===== src/rtl/phy_pkg.sv =====
// Shared PHY definitions: comma byte, receive FSM encoding and lane count.
// Used by both the transmit serializer and the receive deframer.
package phy_pkg;

  localparam logic [7:0] COMMA_DEFAULT = 8'hBC;
  localparam int         NUM_LANES     = 4;
  localparam int         LANE_W        = $clog2(NUM_LANES);

  typedef enum logic [1:0] {
    HUNT   = 2'd0,
    ALIGN  = 2'd1,
    ACTIVE = 2'd2
  } rx_state_e;

  function automatic logic is_comma(input logic [7:0] b, input logic [7:0] comma);
    return (b == comma);
  endfunction

endpackage


===== src/rtl/rx_byte_aligner.sv =====
// Serial-to-byte aligner: hunts bit-by-bit for the comma, confirms a run of
// byte-aligned commas, then emits one byte per 8 clocks once active.
module rx_byte_aligner
  import phy_pkg::*;
#(
  parameter logic [7:0] COMMA      = COMMA_DEFAULT,
  parameter int         SYNC_COUNT = 4
) (
  input  logic       clk_32f,
  input  logic       reset,
  input  logic       data_in,
  output logic       byte_done,
  output logic [7:0] rx_byte,
  output logic       active
);

  localparam logic [3:0] SYNC_TARGET = 4'(SYNC_COUNT);

  rx_state_e  state_r;
  logic [7:0] sr_r;
  logic [2:0] bitcnt_r;
  logic [3:0] comma_cnt_r;
  logic       active_r;

  logic [7:0] nb_s;
  logic       nb_comma_s;
  logic       byte_end_s;

  assign nb_s       = {sr_r[6:0], data_in};
  assign nb_comma_s = is_comma(nb_s, COMMA);
  assign byte_end_s = (bitcnt_r == 3'd7);

  // byte_done is taken straight from the LSB edge so the lane registers
  // in the parent capture the byte on that same edge.
  assign byte_done = (state_r == ACTIVE) && byte_end_s;
  assign rx_byte   = nb_s;
  assign active    = active_r;

  // Shift register plus HUNT/ALIGN/ACTIVE alignment state machine.
  always_ff @(posedge clk_32f) begin
    if (reset) begin
      state_r     <= HUNT;
      sr_r        <= 8'h00;
      bitcnt_r    <= 3'd0;
      comma_cnt_r <= 4'd0;
      active_r    <= 1'b0;
    end else begin
      sr_r <= nb_s;
      case (state_r)
        HUNT: begin
          bitcnt_r <= 3'd0;
          active_r <= 1'b0;
          if (nb_comma_s) begin
            comma_cnt_r <= 4'd1;
            if (SYNC_TARGET == 4'd1) begin
              state_r  <= ACTIVE;
              active_r <= 1'b1;
            end else begin
              state_r <= ALIGN;
            end
          end else begin
            comma_cnt_r <= 4'd0;
          end
        end
        ALIGN: begin
          bitcnt_r <= bitcnt_r + 3'd1;
          if (byte_end_s) begin
            if (nb_comma_s) begin
              comma_cnt_r <= comma_cnt_r + 4'd1;
              if ((comma_cnt_r + 4'd1) == SYNC_TARGET) begin
                state_r  <= ACTIVE;
                active_r <= 1'b1;
              end else begin
                state_r <= ALIGN;
              end
            end else begin
              // Misaligned byte: drop back and restart the bit hunt next cycle.
              state_r     <= HUNT;
              comma_cnt_r <= 4'd0;
              bitcnt_r    <= 3'd0;
            end
          end else begin
            state_r <= ALIGN;
          end
        end
        ACTIVE: begin
          bitcnt_r <= bitcnt_r + 3'd1;
          active_r <= 1'b1;
        end
        default: begin
          state_r     <= HUNT;
          bitcnt_r    <= 3'd0;
          comma_cnt_r <= 4'd0;
          active_r    <= 1'b0;
        end
      endcase
    end
  end

endmodule


===== src/rtl/phy_rx_deframer.sv =====
// Receive deframer top: distributes aligned bytes round-robin onto four lanes
// with per-lane valid flags and tracks comma-only idle periods.
module phy_rx_deframer
  import phy_pkg::*;
#(
  parameter logic [7:0] COMMA      = COMMA_DEFAULT,
  parameter int         SYNC_COUNT = 4,
  parameter int         IDLE_COUNT = 8
) (
  input  logic                 clk_32f,
  input  logic                 reset,
  input  logic                 data_in,
  output logic [7:0]           data_out_0,
  output logic [7:0]           data_out_1,
  output logic [7:0]           data_out_2,
  output logic [7:0]           data_out_3,
  output logic                 valid_out_0,
  output logic                 valid_out_1,
  output logic                 valid_out_2,
  output logic                 valid_out_3,
  output logic [NUM_LANES-1:0] lane_strobe,
  output logic                 active,
  output logic                 idle
);

  localparam logic [7:0] IDLE_TARGET = 8'(IDLE_COUNT);

  logic             byte_done_s;
  logic [7:0]       rx_byte_s;
  logic             byte_comma_s;
  logic [7:0]       idle_cnt_next_s;

  logic [LANE_W-1:0]    lane_ptr_r;
  logic [7:0]           data_r [NUM_LANES];
  logic [NUM_LANES-1:0] valid_r;
  logic [NUM_LANES-1:0] strobe_r;
  logic [7:0]           idle_cnt_r;
  logic                 idle_r;

  rx_byte_aligner #(
    .COMMA      (COMMA),
    .SYNC_COUNT (SYNC_COUNT)
  ) u_aligner (
    .clk_32f   (clk_32f),
    .reset     (reset),
    .data_in   (data_in),
    .byte_done (byte_done_s),
    .rx_byte   (rx_byte_s),
    .active    (active)
  );

  assign byte_comma_s = is_comma(rx_byte_s, COMMA);

  // Next idle count: saturate on commas, clear on any data byte.
  always_comb begin
    idle_cnt_next_s = idle_cnt_r;
    if (byte_done_s) begin
      if (!byte_comma_s) begin
        idle_cnt_next_s = 8'd0;
      end else if (idle_cnt_r != IDLE_TARGET) begin
        idle_cnt_next_s = idle_cnt_r + 8'd1;
      end else begin
        idle_cnt_next_s = idle_cnt_r;
      end
    end else begin
      idle_cnt_next_s = idle_cnt_r;
    end
  end

  // Lane registers, lane pointer, strobes and idle status.
  always_ff @(posedge clk_32f) begin
    if (reset) begin
      lane_ptr_r <= '0;
      for (int i = 0; i < NUM_LANES; i++) begin
        data_r[i] <= 8'h00;
      end
      valid_r    <= '0;
      strobe_r   <= '0;
      idle_cnt_r <= 8'd0;
      idle_r     <= 1'b0;
    end else begin
      strobe_r   <= '0;
      idle_cnt_r <= idle_cnt_next_s;
      idle_r     <= (idle_cnt_next_s == IDLE_TARGET);
      if (byte_done_s) begin
        strobe_r[lane_ptr_r] <= 1'b1;
        lane_ptr_r           <= lane_ptr_r + LANE_W'(1);
        if (byte_comma_s) begin
          // Filler slot: keep the last real byte, only drop the valid flag.
          valid_r[lane_ptr_r] <= 1'b0;
        end else begin
          valid_r[lane_ptr_r] <= 1'b1;
          data_r[lane_ptr_r]  <= rx_byte_s;
        end
      end else begin
        lane_ptr_r <= lane_ptr_r;
      end
    end
  end

  assign data_out_0  = data_r[0];
  assign data_out_1  = data_r[1];
  assign data_out_2  = data_r[2];
  assign data_out_3  = data_r[3];
  assign valid_out_0 = valid_r[0];
  assign valid_out_1 = valid_r[1];
  assign valid_out_2 = valid_r[2];
  assign valid_out_3 = valid_r[3];
  assign lane_strobe = strobe_r;
  assign idle        = idle_r;

endmodule


===== config.mk =====
export PLATFORM = sky130hd
export DESIGN_NAME = phy_rx_deframer
export DESIGN_NICKNAME = d
export VERILOG_FILES = /design/src/rtl/phy_pkg.sv /design/src/rtl/rx_byte_aligner.sv /design/src/rtl/phy_rx_deframer.sv
export SDC_FILE = /design/constraint.sdc
export NUM_CORES = 1
export LEC_CHECK = 0
export CORE_MARGIN = 2
export CORE_UTILIZATION = 53
export CTS_CLUSTER_DIAMETER = 150
export DETAILED_ROUTE_END_ITERATION = 7
export PLACE_DENSITY = 0.79
export SLEW_MARGIN = 10
export SYNTH_ARGS = -nofsm -noshare
export SYNTH_HDL_FRONTEND = slang
export SYNTH_SLANG_ARGS = --single-unit

===== constraint.sdc =====
create_clock -name clk_32f -period 2.8 [get_ports clk_32f]
set_input_delay 0.56 -clock clk_32f [delete_from_list [all_inputs] [get_ports clk_32f]]
set_output_delay 0.56 -clock clk_32f [all_outputs]
set_load 0.05 [all_outputs]

== After elaboration in Yosys (flattened, before gate mapping) ==
Memory sizes are Yosys's and may differ from the RTL's.
Cells that the tools add are included.

* Add/subtract/negate cells: 4
* Multipliers: 0
* Div/mod/pow operators: 0
* Magnitude comparators: 2
* Equality and inequality tests: 11
* Shift-type cells: 0
* Multiplexer cells: 31
* Bitwise logic cells: 5
* Reductions and logical operators: 8

{| class="wikitable"
|+ Operator list
! kind !! number
|-
| 2-to-1 mux 8 bit || 4
|-
| 2-to-1 mux 1 bit || 12
|-
| 2-to-1 mux 4 bit || 3
|-
| one-hot mux 4 bit (3 select lines) || 1
|-
| 2-to-1 mux 2 bit || 5
|-
| adder 8 x 1 -> 8 bit (second input constant) || 1
|-
| == test 8 x 4 -> 1 bit (second input constant) || 1
|-
| == test 8 bit (second input constant) || 1
|-
| inequality test 8 x 4 -> 1 bit (second input constant) || 1
|-
| OR reduction 8 bit || 1
|-
| 2-to-1 mux 3 bit || 2
|-
| one-hot mux 2 bit (3 select lines) || 1
|-
| one-hot mux 3 bit (2 select lines) || 1
|-
| adder 4 x 1 -> 4 bit (second input constant) || 1
|-
| AND 4 bit || 1
|-
| == test 4 x 3 -> 1 bit (second input constant) || 1
|-
| inequality test 2 x 1 -> 1 bit (second input constant) || 2
|-
| inequality test 2 bit (second input constant) || 2
|-
| NOT 4 bit || 1
|-
| bitwise OR 4 bit || 1
|-
| AND reduction 2 bit || 2
|-
| adder 3 x 1 -> 3 bit (second input constant) || 1
|-
| == test 3 bit (second input constant) || 1
|-
| < comparator 2 x 3 -> 1 bit (second input constant) || 1
|-
| other kinds (11) || 13
|}

* Bits in registers: 36
* Latch bits: 0
* RAM bits: 32
* Bits in read-only memories: 0
* Bits of input ports: 3
* Memories kept: 1

{| class="wikitable"
|+ Memory list
! name !! depth !! width !! read ports !! clocked after Yosys merged registers in !! write ports !! RTL line !! RTL
|-
| data_r || 4 || 8 || 4 || 0 || 4 || phy_rx_deframer.sv:34 || <nowiki>logic [7:0] data_r [NUM_LANES];</nowiki>
|}

== Depth between registers and ports, before layout ==
* Depth in word-level cells: 7
* Gate-level depth with buffers: 9
* Gate-level depth less buffers: 7

== Hierarchy ==
Synthesis repeated with hierarchy kept, for this count alone.

* Cells, all modules: 272
* Area, all modules: 3,021.6 µm²

{| class="wikitable"
|+ By module, submodules not included
! module !! times used !! cells an instance !! area an instance (µm²) !! seq. area each (µm²)
|-
| phy_rx_deframer || 1 || 194 || 2,252.2 || 1,341.3
|-
| rx_byte_aligner || 1 || 78 || 769.5 || 340.3
|}

== Worst setup path before layout ==
Ideal clock, no wire load.

* Kind: flip-flop to flip-flop
* Start point: register u_aligner.state_r[0]
* End point: memory data_r[0][0] (enable)
* Setup time: 310 ps
* Arrival: 1,956 ps
* Required time: 2,490 ps
* Path slack: 535 ps
* Stages on the path, launching flop included: 10
* Path buffers: 2
* Cells stage by stage: dfxtp_1 > inv_1 > ha_1 > clkbuf_1 > nand2_1 > clkbuf_1 > nor2_1 > nand2_1 > nor3_1 > or2_2

{| class="wikitable"
|+ RTL lines
! item !! RTL line !! RTL
|-
| start: declaration || rx_byte_aligner.sv:19 || <nowiki>rx_state_e state_r;</nowiki>
|-
| start signal: assignment || rx_byte_aligner.sv:42 || <nowiki>state_r <= HUNT;</nowiki>
|-
| start signal: assignment || rx_byte_aligner.sv:56 || <nowiki>state_r <= ACTIVE;</nowiki>
|-
| start signal: assignment || rx_byte_aligner.sv:59 || <nowiki>state_r <= ALIGN;</nowiki>
|-
| end: declaration || phy_rx_deframer.sv:34 ||
|}

== Worst setup path in the final report ==
* Start point: input data_in
* End point: register idle_cnt_r[6]

* Longest elaborated chain between the ends: 3

{| class="wikitable"
|+ Ends and longest elaborated chain
! item !! RTL line !! RTL
|-
| start: declaration || phy_rx_deframer.sv:12 || <nowiki>input logic data_in,</nowiki>
|-
| == test 8 bit || phy_pkg.sv:16 || <nowiki>return (b == comma);</nowiki>
|-
| 2-to-1 mux 8 bit || phy_rx_deframer.sv:58 || <nowiki>if (!byte_comma_s) begin</nowiki>
|-
| 2-to-1 mux 8 bit || phy_rx_deframer.sv:57 || <nowiki>if (byte_done_s) begin</nowiki>
|-
| end signal: assignment || phy_rx_deframer.sv:83 || <nowiki>idle_cnt_r <= idle_cnt_next_s;</nowiki>
|-
| end: declaration || phy_rx_deframer.sv:37 || <nowiki>logic [7:0] idle_cnt_r;</nowiki>
|}

Every way passes these cells.
A chain may end at the register's enable or synchronous reset.

==> flow_summary.yaml <==
synth:
  synth-edff-count: 32
  synth_compound_area_share_pct: 9.91
  avgSynthCellArea_um2: 11.0
  ys_warn_count: 0
  ys_seq_elements: 68
  synth_largest_area_cell: "edfxtp_1"
  synth-seq-area-share_pct: 56.9
  yosysTopAreaCellShare_pct: 32.5
  synth_commonest_cells: "36 x dfxtp_1, 33 x and2_1, 32 x edfxtp_1, 17 x a21oi_1, 14 x nand2_1"
  synthAdderAreaFrac_pct: 5.08
  syn_area_um2: 2950
  yosysUniqueCellTypes: 47
  synth-xor-area-share_pct: 0.593
  synth_mux_area_share_pct: 1.06
  synth_top_family_by_area: "simple AND/OR/NAND/NOR gates"
  synth.most_common_cell: "dfxtp_1"
  synth_area_leaders: "edfxtp_1 33%, dfxtp_1 24%, and2_1 7.0%"
  yosys.area_share.simple_pct: 23.4
  ys.flop_type: "dfxtp_1"
  synth_fp_nets: 284
  async_flop_share_pct: 0
  syn_inst: 269
placement:
  io_buffers: 44
  place_congestion: 0.820
  post-dp-hpwl_um: 3840
clocking:
  cts_tree: "done"
  htreeDepth: 3
  cts_buffer_depth: 2
  cts_root_buffer: "clkbuf_8"
  post_cts_buffers: 0
  cts_hold_buffers: 0
  cts_resized: 0
  cts_sinks: 68
  clock_latency_ns: 0.34
  clkSlewWorstSetupHoldPaths_ns: 0.07
  numCtsBuffers: 9
routing:
  viasPerCell: 5.36
  drt-total-wl_um: 5470
  first_iter_violations: 86
  first_pass_iters: 4
  detail_route.wl_per_cell_um: 13.8
  drc: 0
  ant_nets: 0
  num_vias: 2117
die:
  std_cell_rows: 27
  ios: 45
  die_w_um: 78.7
  initial_core_util_pct: 54.3
  die-area_um2: 6190
  core_um2: 5440
  die-height_um: 78.7
cells_and_area:
  seq_area_um2: 1680
  syn2layout_area_growth_pct: 24.3
  num_antenna_cells: 0
  multi_input_area_um2: 1190
  layout.nets: 333
  fill_cells: 411
  post_route_cells_drive_above_1_share_pct: 10.2
global_route:
  grt_usage_pct: 19.1
  grt_pass1_vias: 1999
  grt_first_pass_wirelength_um: 9070
  antenna_found_initial: 0
  grt_max_degree: 35
  gr-total-overflow: 0
sta:
  whs_ns: 0.439
  fin_crit_sh_pct: 81.3
  skew_ns: 0.00852
  hold_violations: 0
  tns_ns: 0
  rsz0062_at_grt: "no"
  max_freq_ghz: 0.439
  fin_crit_ns: 2.28
  setup_viol: 0
  max-slew-margin-rel_pct: 58.3
  worst_pin_slew_ns: 0.621
  drv_slew: 0
worst_setup_path:
  cp_max_fo: 11
  crit_type: "primary input to flop"
  crit_arrival_ns: 2.55
  cp-end-kind: "flop"
  cp-start-kind: "primary input"
  crit_required_ns: 3.07
min_path:
  hold_path.class: "flop to flop"
pwr:
  leakage_nw: 1.33
  ir_drop_mv: 0.487
  power_density_nw_per_um2: 523
run_status:
  status: "completed"
run:
  max_cap_viol_count: 0
sequential cells by signal (all words and copies together), names as in the netlist, named ones only:
register / flops
lane_ptr_r: 2
data_r: 32
lane_strobe: 4
idle: 1
u_aligner.comma_cnt_r: 4
u_aligner.state_r: 2
u_aligner.active: 1
idle_cnt_r: 8
u_aligner.bitcnt_r: 3
u_aligner.sr_r: 7
layer usage:
metal	GRT usage [%]	share of wire (%)	vias up
met3	5.63	4.9	10
met4	9.47	2.5	0
li1	-	-	1062
met2	31.8	49	66
met1	22.4	44	979
met5	0	0	-
stage by stage:
stage	area, um^2	worst slack [ns]	utilization (%)	power, mW	std cells
after floorplan	2950	0.535	-	1.19	269
after global placement	3490	0.228	64.2	1.23	379
after detailed placement	3490	0.205	64.2	1.23	379
after CTS	3670	0.548	67.5	1.94	395
after global routing	3670	0.275	67.5	1.99	395
final	3670	0.523	67.5	1.92	395
final cells by class:
type,instances,area share (%)
clock inverter,5,1.02
tap,72,2.45
inverter,10,1.02
timing repair buffer,51,13.4
multi-input combinational,178,32.4
clock buffer,11,3.85
sequential,68,45.8
power by group:
group	switching, mW	internal, mW	leakage [nW]
clock	0.363	0.347	0.0855
combinational	0.0994	0.0443	0.623
sequential	0.00982	1.06	0.618
total	0.472	1.45	1.33
cells by family after synthesis:
group	Yosys count
buffers and inverters	23
AO/OA/AOI/OAI	44
flip-flops	68
XOR/XNOR	2
AND/OR/NAND/NOR	117
multiplexers	3
adder cells (fa/ha/maj)	12
final timing paths:
path	startpoint	to	slack, ns	cells past startpoint
worst max-delay path	data_in	idle_cnt_r[6]$_SDFF_PP0_	0.52	6
worst min-delay path	u_aligner.bitcnt_r[0]$_SDFF_PP0_	u_aligner.bitcnt_r[0]$_SDFF_PP0_	0.44	1
worst max register to register	u_aligner.state_r[0]$_SDFFE_PP0P_	data_r[1][6]$_SDFFCE_PN0P_	0.53	7
worst min register to register	u_aligner.bitcnt_r[0]$_SDFF_PP0_	u_aligner.bitcnt_r[0]$_SDFF_PP0_	0.44	1
placed cells by master (no fill, tap or decap), drive strengths merged, types with 5 or more instances in the layout:
master / netlist / routed
dfxtp: 36 / 36
ha: 12 / 12
o21ai: 6 / 6
and3: 6 / 6
buf: 2 / 7
clkdlybuf4s50: 0 / 44
nand2: 14 / 14
nor2: 13 / 13
nor3: 12 / 12
clkbuf: 11 / 11
a21oi: 17 / 17
inv: 10 / 10
edfxtp: 32 / 32
nand3: 5 / 5
nor4: 5 / 5
nor2b: 8 / 8
and2: 33 / 33
worst max-delay path, cell delays in order:
cell	delay (ns)
clkdlybuf4s50_1	0.44
or4_1	0.65
buf_4	0.24
nor3_4	0.16
or3b_1	0.36
a21oi_1	0.14
(Power assumes the default switching activity.)
